<file path="config.mk">
export PLATFORM = sky130hd
export DESIGN_NAME = decimal_entry_pad_flat
export DESIGN_NICKNAME = d
export VERILOG_FILES = /design/src/rtl/decimal_entry_pad_pkg.sv /design/src/rtl/decimal_entry_pad_if.sv /design/src/rtl/decimal_entry_pad_debouncer.sv /design/src/rtl/decimal_entry_pad.sv /design/src/flat_wrapper.sv
export SDC_FILE = /design/constraint.sdc
export NUM_CORES = 1
export LEC_CHECK = 0
export ABC_CLOCK_PERIOD_IN_PS = 8000
export CELL_PAD_IN_SITES_DETAIL_PLACEMENT = 1
export CELL_PAD_IN_SITES_GLOBAL_PLACEMENT = 2
export CORE_UTILIZATION = 44
export CTS_CLUSTER_DIAMETER = 30
export CTS_CLUSTER_SIZE = 14
export DETAILED_ROUTE_END_ITERATION = 8
export MAX_ROUTING_LAYER = met4
export PLACE_DENSITY_LB_ADDON = 0.1
export SKIP_LAST_GASP = 1
export SLEW_MARGIN = 20
export SYNTH_ARGS = -nofsm -noshare
export SYNTH_HDL_FRONTEND = slang
export SYNTH_SLANG_ARGS = --single-unit
</file>
<file path="constraint.sdc">
create_clock -name CLK100MHZ -period 8 [get_ports CLK100MHZ]
set_input_delay 2 -clock CLK100MHZ [delete_from_list [all_inputs] [get_ports CLK100MHZ]]
set_output_delay 2 -clock CLK100MHZ [all_outputs]
set_load 0.03 [all_outputs]
</file>
<file path="src/rtl/decimal_entry_pad_pkg.sv">
// rtl/decimal_entry_pad_pkg.sv - shared types, constants and digit helpers for the decimal entry pad
// Purpose: FSM state type, digit/selector limits, saturation value, conversion length,
//          button index map and BCD digit wrap helpers.
package decimal_entry_pkg;

    typedef enum logic [1:0] {
        ST_IDLE = 2'd0,
        ST_CONV = 2'd1,
        ST_DONE = 2'd2
    } state_t;

    localparam logic [3:0] MAX_DIGIT  = 4'd9;
    localparam logic [1:0] MAX_SEL    = 2'd2;
    localparam logic [7:0] SAT_VALUE  = 8'd255;
    localparam logic [1:0] CONV_STEPS = 2'd3;

    // Bit positions of the buttons in the press-event vector
    localparam int BTN_UP    = 0;
    localparam int BTN_DOWN  = 1;
    localparam int BTN_LEFT  = 2;
    localparam int BTN_RIGHT = 3;
    localparam int BTN_ENTER = 4;

    function automatic logic [3:0] digit_inc(input logic [3:0] d);
        return (d >= MAX_DIGIT) ? 4'd0 : d + 4'd1;
    endfunction

    // Out-of-range codes cannot occur; they map to MAX_DIGIT so the digit stays legal
    function automatic logic [3:0] digit_dec(input logic [3:0] d);
        return ((d == 4'd0) || (d > MAX_DIGIT)) ? MAX_DIGIT : d - 4'd1;
    endfunction

endpackage

</file>
<file path="src/rtl/decimal_entry_pad_if.sv">
// rtl/decimal_entry_pad_if.sv - display/result bundle of the decimal entry pad
// Purpose: groups the edited digits, selector and conversion result.
// master: driven by decimal_entry_pad; slave: observed by a consumer.
interface decimal_entry_pad_if;
    logic [3:0] ones;
    logic [3:0] tens;
    logic [3:0] hundreds;
    logic [1:0] digit_sel;
    logic [7:0] value_out;
    logic       value_valid;
    logic       overflow;
    logic       busy;

    modport master (
        output ones, tens, hundreds, digit_sel, value_out, value_valid, overflow, busy
    );

    modport slave (
        input ones, tens, hundreds, digit_sel, value_out, value_valid, overflow, busy
    );
endinterface

</file>
<file path="src/rtl/decimal_entry_pad_debouncer.sv">
// rtl/decimal_entry_pad_debouncer.sv - 2-FF synchronizer, debounce counter and press pulse
// Ports: CLK100MHZ clock, reset_n async active-low reset, i_btn raw button,
//        o_press single-cycle pulse when the debounced level rises.
module button_debouncer #(
    parameter int DEBOUNCE_CYCLES = 1_000_000
) (
    input  logic CLK100MHZ,
    input  logic reset_n,
    input  logic i_btn,
    output logic o_press
);

    localparam int CW = (DEBOUNCE_CYCLES > 1) ? $clog2(DEBOUNCE_CYCLES) : 1;
    localparam logic [CW-1:0] LAST = CW'(DEBOUNCE_CYCLES - 1);

    logic          r_sync1;
    logic          r_sync2;
    logic          r_level;
    logic          r_press;
    logic [CW-1:0] r_count;

    // The counter runs only while the synchronized sample differs from the
    // accepted level; any sample agreeing with the level restarts it.
    always_ff @(posedge CLK100MHZ or negedge reset_n) begin
        if (!reset_n) begin
            r_sync1 <= 1'b0;
            r_sync2 <= 1'b0;
            r_level <= 1'b0;
            r_press <= 1'b0;
            r_count <= '0;
        end else begin
            r_sync1 <= i_btn;
            r_sync2 <= r_sync1;
            r_press <= 1'b0;
            if (r_sync2 == r_level) begin
                r_count <= '0;
            end else if (r_count == LAST) begin
                r_level <= r_sync2;
                r_count <= '0;
                r_press <= r_sync2;
            end else begin
                r_count <= r_count + CW'(1);
            end
        end
    end

    assign o_press = r_press;

endmodule

</file>
<file path="src/rtl/decimal_entry_pad.sv">
// rtl/decimal_entry_pad.sv - three-digit BCD entry pad with BCD-to-binary conversion
// Ports: CLK100MHZ clock, reset_n async active-low reset,
//        btn_up/btn_down/btn_left/btn_right/btn_enter raw active-high buttons,
//        pad (master): ones/tens/hundreds digits, digit_sel, value_out,
//        value_valid pulse, overflow flag, busy.
module decimal_entry_pad
    import decimal_entry_pkg::*;
#(
    parameter int DEBOUNCE_CYCLES = 1_000_000
) (
    input  logic                 CLK100MHZ,
    input  logic                 reset_n,
    input  logic                 btn_up,
    input  logic                 btn_down,
    input  logic                 btn_left,
    input  logic                 btn_right,
    input  logic                 btn_enter,
    decimal_entry_pad_if.master  pad
);

    logic [4:0] w_btn;
    logic [4:0] w_press;

    assign w_btn = {btn_enter, btn_right, btn_left, btn_down, btn_up};

    for (genvar g = 0; g < 5; g++) begin : g_btn
        button_debouncer #(.DEBOUNCE_CYCLES(DEBOUNCE_CYCLES)) u_deb (
            .CLK100MHZ (CLK100MHZ),
            .reset_n   (reset_n),
            .i_btn     (w_btn[g]),
            .o_press   (w_press[g])
        );
    end

    state_t     r_state;
    state_t     w_state_next;
    logic [1:0] r_step;
    logic [9:0] r_acc;
    logic [3:0] r_digit [0:2];
    logic [1:0] r_sel;
    logic [7:0] r_value;
    logic       r_overflow;
    logic       w_busy;
    logic       w_valid;
    logic [3:0] w_conv_digit;
    logic [9:0] w_acc_next;

    // Step 0 takes hundreds, step 2 takes ones
    assign w_conv_digit = r_digit[MAX_SEL - r_step];
    assign w_acc_next   = r_acc * 10'd10 + {6'd0, w_conv_digit};

    always_ff @(posedge CLK100MHZ or negedge reset_n) begin
        if (!reset_n) r_state <= ST_IDLE;
        else          r_state <= w_state_next;
    end

    always_comb begin
        w_state_next = r_state;
        w_busy       = 1'b0;
        w_valid      = 1'b0;
        case (r_state)
            ST_IDLE: if (w_press[BTN_ENTER]) w_state_next = ST_CONV;
            ST_CONV: begin
                w_busy = 1'b1;
                if (r_step == CONV_STEPS - 2'd1) w_state_next = ST_DONE;
            end
            ST_DONE: begin
                w_valid      = 1'b1;
                w_state_next = ST_IDLE;
            end
            default: w_state_next = ST_IDLE;
        endcase
    end

    // Edits happen only in IDLE; the if/else chain realises the press priority
    // and silently drops lower-priority events of the same cycle.
    always_ff @(posedge CLK100MHZ or negedge reset_n) begin
        if (!reset_n) begin
            for (int i = 0; i < 3; i++) r_digit[i] <= 4'd0;
            r_sel      <= 2'd0;
            r_step     <= 2'd0;
            r_acc      <= 10'd0;
            r_value    <= 8'd0;
            r_overflow <= 1'b0;
        end else begin
            case (r_state)
                ST_IDLE: begin
                    if (w_press[BTN_ENTER]) begin
                        r_acc  <= 10'd0;
                        r_step <= 2'd0;
                    end else if (w_press[BTN_UP]) begin
                        r_digit[r_sel] <= digit_inc(r_digit[r_sel]);
                    end else if (w_press[BTN_DOWN]) begin
                        r_digit[r_sel] <= digit_dec(r_digit[r_sel]);
                    end else if (w_press[BTN_LEFT]) begin
                        r_sel <= (r_sel >= MAX_SEL) ? 2'd0 : r_sel + 2'd1;
                    end else if (w_press[BTN_RIGHT]) begin
                        r_sel <= (r_sel == 2'd0) ? MAX_SEL : r_sel - 2'd1;
                    end
                end
                ST_CONV: begin
                    r_acc  <= w_acc_next;
                    r_step <= r_step + 2'd1;
                    // Result is latched on the last step so it is stable throughout DONE
                    if (r_step == CONV_STEPS - 2'd1) begin
                        if (w_acc_next > 10'(SAT_VALUE)) begin
                            r_value    <= SAT_VALUE;
                            r_overflow <= 1'b1;
                        end else begin
                            r_value    <= w_acc_next[7:0];
                            r_overflow <= 1'b0;
                        end
                    end
                end
                default: ;
            endcase
        end
    end

    assign pad.ones        = r_digit[0];
    assign pad.tens        = r_digit[1];
    assign pad.hundreds    = r_digit[2];
    assign pad.digit_sel   = r_sel;
    assign pad.value_out   = r_value;
    assign pad.value_valid = w_valid;
    assign pad.overflow    = r_overflow;
    assign pad.busy        = w_busy;

endmodule

</file>
<file path="src/flat_wrapper.sv">
// flat-port wrapper written by rule: the top's interface ports become plain ports
module decimal_entry_pad_flat import decimal_entry_pkg::*;
#(
    parameter int DEBOUNCE_CYCLES = 1_000_000
)
  (CLK100MHZ, reset_n, btn_up, btn_down, btn_left, btn_right, btn_enter, pad_ones, pad_tens, pad_hundreds, pad_digit_sel, pad_value_out, pad_value_valid, pad_overflow, pad_busy);
  decimal_entry_pad_if pad_i ();
  input  logic CLK100MHZ;
  input  logic reset_n;
  input  logic btn_up;
  input  logic btn_down;
  input  logic btn_left;
  input  logic btn_right;
  input  logic btn_enter;
  output wire logic [$bits(pad_i.ones)-1:0] pad_ones;
  output wire logic [$bits(pad_i.tens)-1:0] pad_tens;
  output wire logic [$bits(pad_i.hundreds)-1:0] pad_hundreds;
  output wire logic [$bits(pad_i.digit_sel)-1:0] pad_digit_sel;
  output wire logic [$bits(pad_i.value_out)-1:0] pad_value_out;
  output wire logic [$bits(pad_i.value_valid)-1:0] pad_value_valid;
  output wire logic [$bits(pad_i.overflow)-1:0] pad_overflow;
  output wire logic [$bits(pad_i.busy)-1:0] pad_busy;
  assign pad_ones = pad_i.ones;
  assign pad_tens = pad_i.tens;
  assign pad_hundreds = pad_i.hundreds;
  assign pad_digit_sel = pad_i.digit_sel;
  assign pad_value_out = pad_i.value_out;
  assign pad_value_valid = pad_i.value_valid;
  assign pad_overflow = pad_i.overflow;
  assign pad_busy = pad_i.busy;
  decimal_entry_pad #(.DEBOUNCE_CYCLES(DEBOUNCE_CYCLES)) u_core (.CLK100MHZ(CLK100MHZ), .reset_n(reset_n), .btn_up(btn_up), .btn_down(btn_down), .btn_left(btn_left), .btn_right(btn_right), .btn_enter(btn_enter), .pad(pad_i));
endmodule
</file>
==> results.tsv <==
metric	value	unit
Tot GR Track Use	21.7	%
Core Region	17400	sq um
Worst Setup SP	u_core.r_state[1]	
Area Growth Syn to Fin	15.0	%
Post-Route Utilization	51.9	%
Fmax achieved	246	MHz
P_leak	4.00	nW
area leader, netlist	dfrtp_1	
most frequent cells in the layout	dfrtp_1, nor2_1, xor2_1, nand2_1, nand3_1	
clk sink count	156	
Crit-path slowest cell	clkdlybuf4s50_1	
fin cells	1027	
number of synthesized register bits	156	
pin count of the biggest net entering global routing	81	
vias	5639	
Starting Density	45.1	%
GPL Wtd Cong	0.814	
ratio of cells with drive above 1 in the final layout	9.35	%
worst path bufs/invs	2	
final wirelength	17600	um
post-route DRC violation count	0	
setup ws final	3.93	ns
arrival time at the worst endpoint	2.07	ns
wire length per cell	17.2	um
Worst Clk Skew	0.00892	ns
crit path time final	4.07	ns
Hold EP	u_core.g_btn[0].u_deb.r_sync2	
worst hold path class	flop to flop	
pre-CTS setup slack	4.33	ns
post_cts resized	0	
clk buf depth	2	
Setup crit start kind	flop	
Synth top area share	49.8	%
Iteration-0 DRC Markers	281	
# hold bufs at CTS	0	
Core Rows	48	
drt pass-1 iters	5	
async set-reset flop share out of synthesis	100	%
crit-path max FO	7	
DP HPWL	12300	um
Root Buffer	clkbuf_16	
number of distinct library cells after synthesis	68	
synthesized area	7840	sq um
PwrDens	193	nW/um^2
vias in the first global route	6022	
final worst-path cycle share	50.9	%
setup total negative slack	0	ns
outcome	complete, no violations	
die footprint	18300	sq um
final total power	0.00174	W
crit-path cells	nand2b_1, inv_1, clkdlybuf4s50_1	
FF-to-FF Start	u_core.r_step[0]	
commonest non-fill, non-tap cell in the layout	dfrtp_1	
fill count	1856	
Crit path largest cell delay	0.72	ns
reg2reg path depth	11	
ANT nets after route	0	
# diodes	0	
max_cap viols	0	
critical path data required time	6.00	ns
top_reg_cell synth	dfrtp_1	
sequential area share after synthesis	49.8	%
CP Class	flop to output port	
EDFF count, synth	0	
Top Ports	32	
grt ovf	0	
final setup violating endpoints	0	
Via density	5.49	
CP Capture Type	output port	
r2r setup slk	4.48	ns
worst hold stages	0	
RSZ-0062 raised after global routing	false	
Max Transition Viols Final	0	
CTS Buf Count	17	
Clock H-tree levels	4	
final hold vios	0	
syn nets	788	
Avg Cell Area, Syn	10.4	sq um
top post-synthesis cells by area	dfrtp_1, xor2_1, nor2_1	
worst r2r dst	u_core.pad.value_out[6]	
nets	825	
Mapped Cells	753	
placed cell count	996	
Rel. slew slack	38.1	%
global-route wire length before repair	30100	um
number of warnings issued by yosys	0	
antenna violations before repair	0	
Top delay family on crit path	buffers and inverters	
Post-CTS Setup Bufs	0	
die height	135	um
Port Buf Inserts	31	
Worst-Skew Late Latency	0.43	ns
chip width	135	um
Worst Tran Pin Value	0.927	ns
min-delay src	u_core.g_btn[0].u_deb.r_sync1	
CTS tree	done	
clk slew on worst S/H paths	0.06	ns
maximum vdd drop	0.150	mV
[final cells by class]
| class | instances | area (sq um) | area share, % |
|---|---|---|---|
| repair buffers | 32 | 323 | 3.58 |
| flip-flops and latches | 156 | 3900 | 43.3 |
| well taps | 225 | 282 | 3.12 |
| multi-input cells | 564 | 3780 | 41.9 |
| clock buffers | 18 | 439 | 4.87 |
| clock inverters | 13 | 213 | 2.36 |
| inverters | 19 | 71.3 | 0.791 |
[cells by family (layout without fill, tap and decap cells)]
logic type | after synthesis | in the layout | share of synthesized area (%)
compound gates | 63 | 63 | 5.97
buf+inv | 33 | 82 | 1.93
fa+ha+maj | 28 | 28 | 4.66
xor+xnor | 106 | 106 | 12.3
mux | 26 | 26 | 3.64
simple gates | 341 | 341 | 21.7
flops | 156 | 156 | 49.8
[power breakdown]
group          internal, W  switching (W)
logic            0.0000104      0.0000292
registers         0.000798     0.00000861
clock network     0.000563       0.000334
[through the flow]
stage | hold slack (ns) | area (sq um)
CTS | 0.350 | 9010
finish | 0.350 | 9010
global placement | 0.336 | 8360
floorplan | 0.331 | 7840
detailed placement | 0.336 | 8360
global route | 0.354 | 9010
[metal layers]
layer | track usage (%) | part of all wire (%)
met3 | 3.74 | 1.9
met1 | 26.6 | 46
met5 | - | 0
met2 | 36.4 | 51
met4 | 6.55 | 1.2
[worst max-delay path by stage]
stage / end / cells after the start
4_1_cts: pad_busy / 3
6_report: pad_busy / 3
2_1_floorplan: u_core.pad.value_out[6] / 11
5_1_grt: pad_busy / 3
3_3_place_gp: u_core.g_btn[3].u_deb.r_count[19] / 2
3_5_place_dp: u_core.g_btn[3].u_deb.r_count[19] / 2
[synth_stat cells (4+ instances only)]
cell / instances
o21ai_0: 16
xor2_1: 68
nor3b_1: 6
dfrtp_1: 156
nor4_1: 14
nand3_1: 45
and3_1: 16
nor2_1: 137
a211oi_1: 8
a21oi_1: 9
buf_2: 7
xnor2_1: 35
nor4b_1: 4
inv_1: 18
mux2_1: 4
nand4_1: 19
nand2_1: 56
mux2i_1: 9
ha_1: 26
and4_1: 6
nor3_1: 9
mux2_2: 12
clkbuf_1: 4
a22o_1: 5
[flip-flops by register name (all words and copies together) (netlist names)]
name / flops
u_core.r_state: 2
u_core.pad.overflow: 1
u_core.g_btn.u_deb.o_press: 5
u_core.pad.hundreds: 4
u_core.r_acc: 9
u_core.pad.value_out: 8
u_core.pad.tens: 4
u_core.g_btn.u_deb.r_count: 100
u_core.pad.digit_sel: 2
u_core.r_step: 2
u_core.g_btn.u_deb.r_sync1: 5
u_core.g_btn.u_deb.r_level: 5
u_core.g_btn.u_deb.r_sync2: 5
u_core.pad.ones: 4
(Power assumes the default switching activity.)
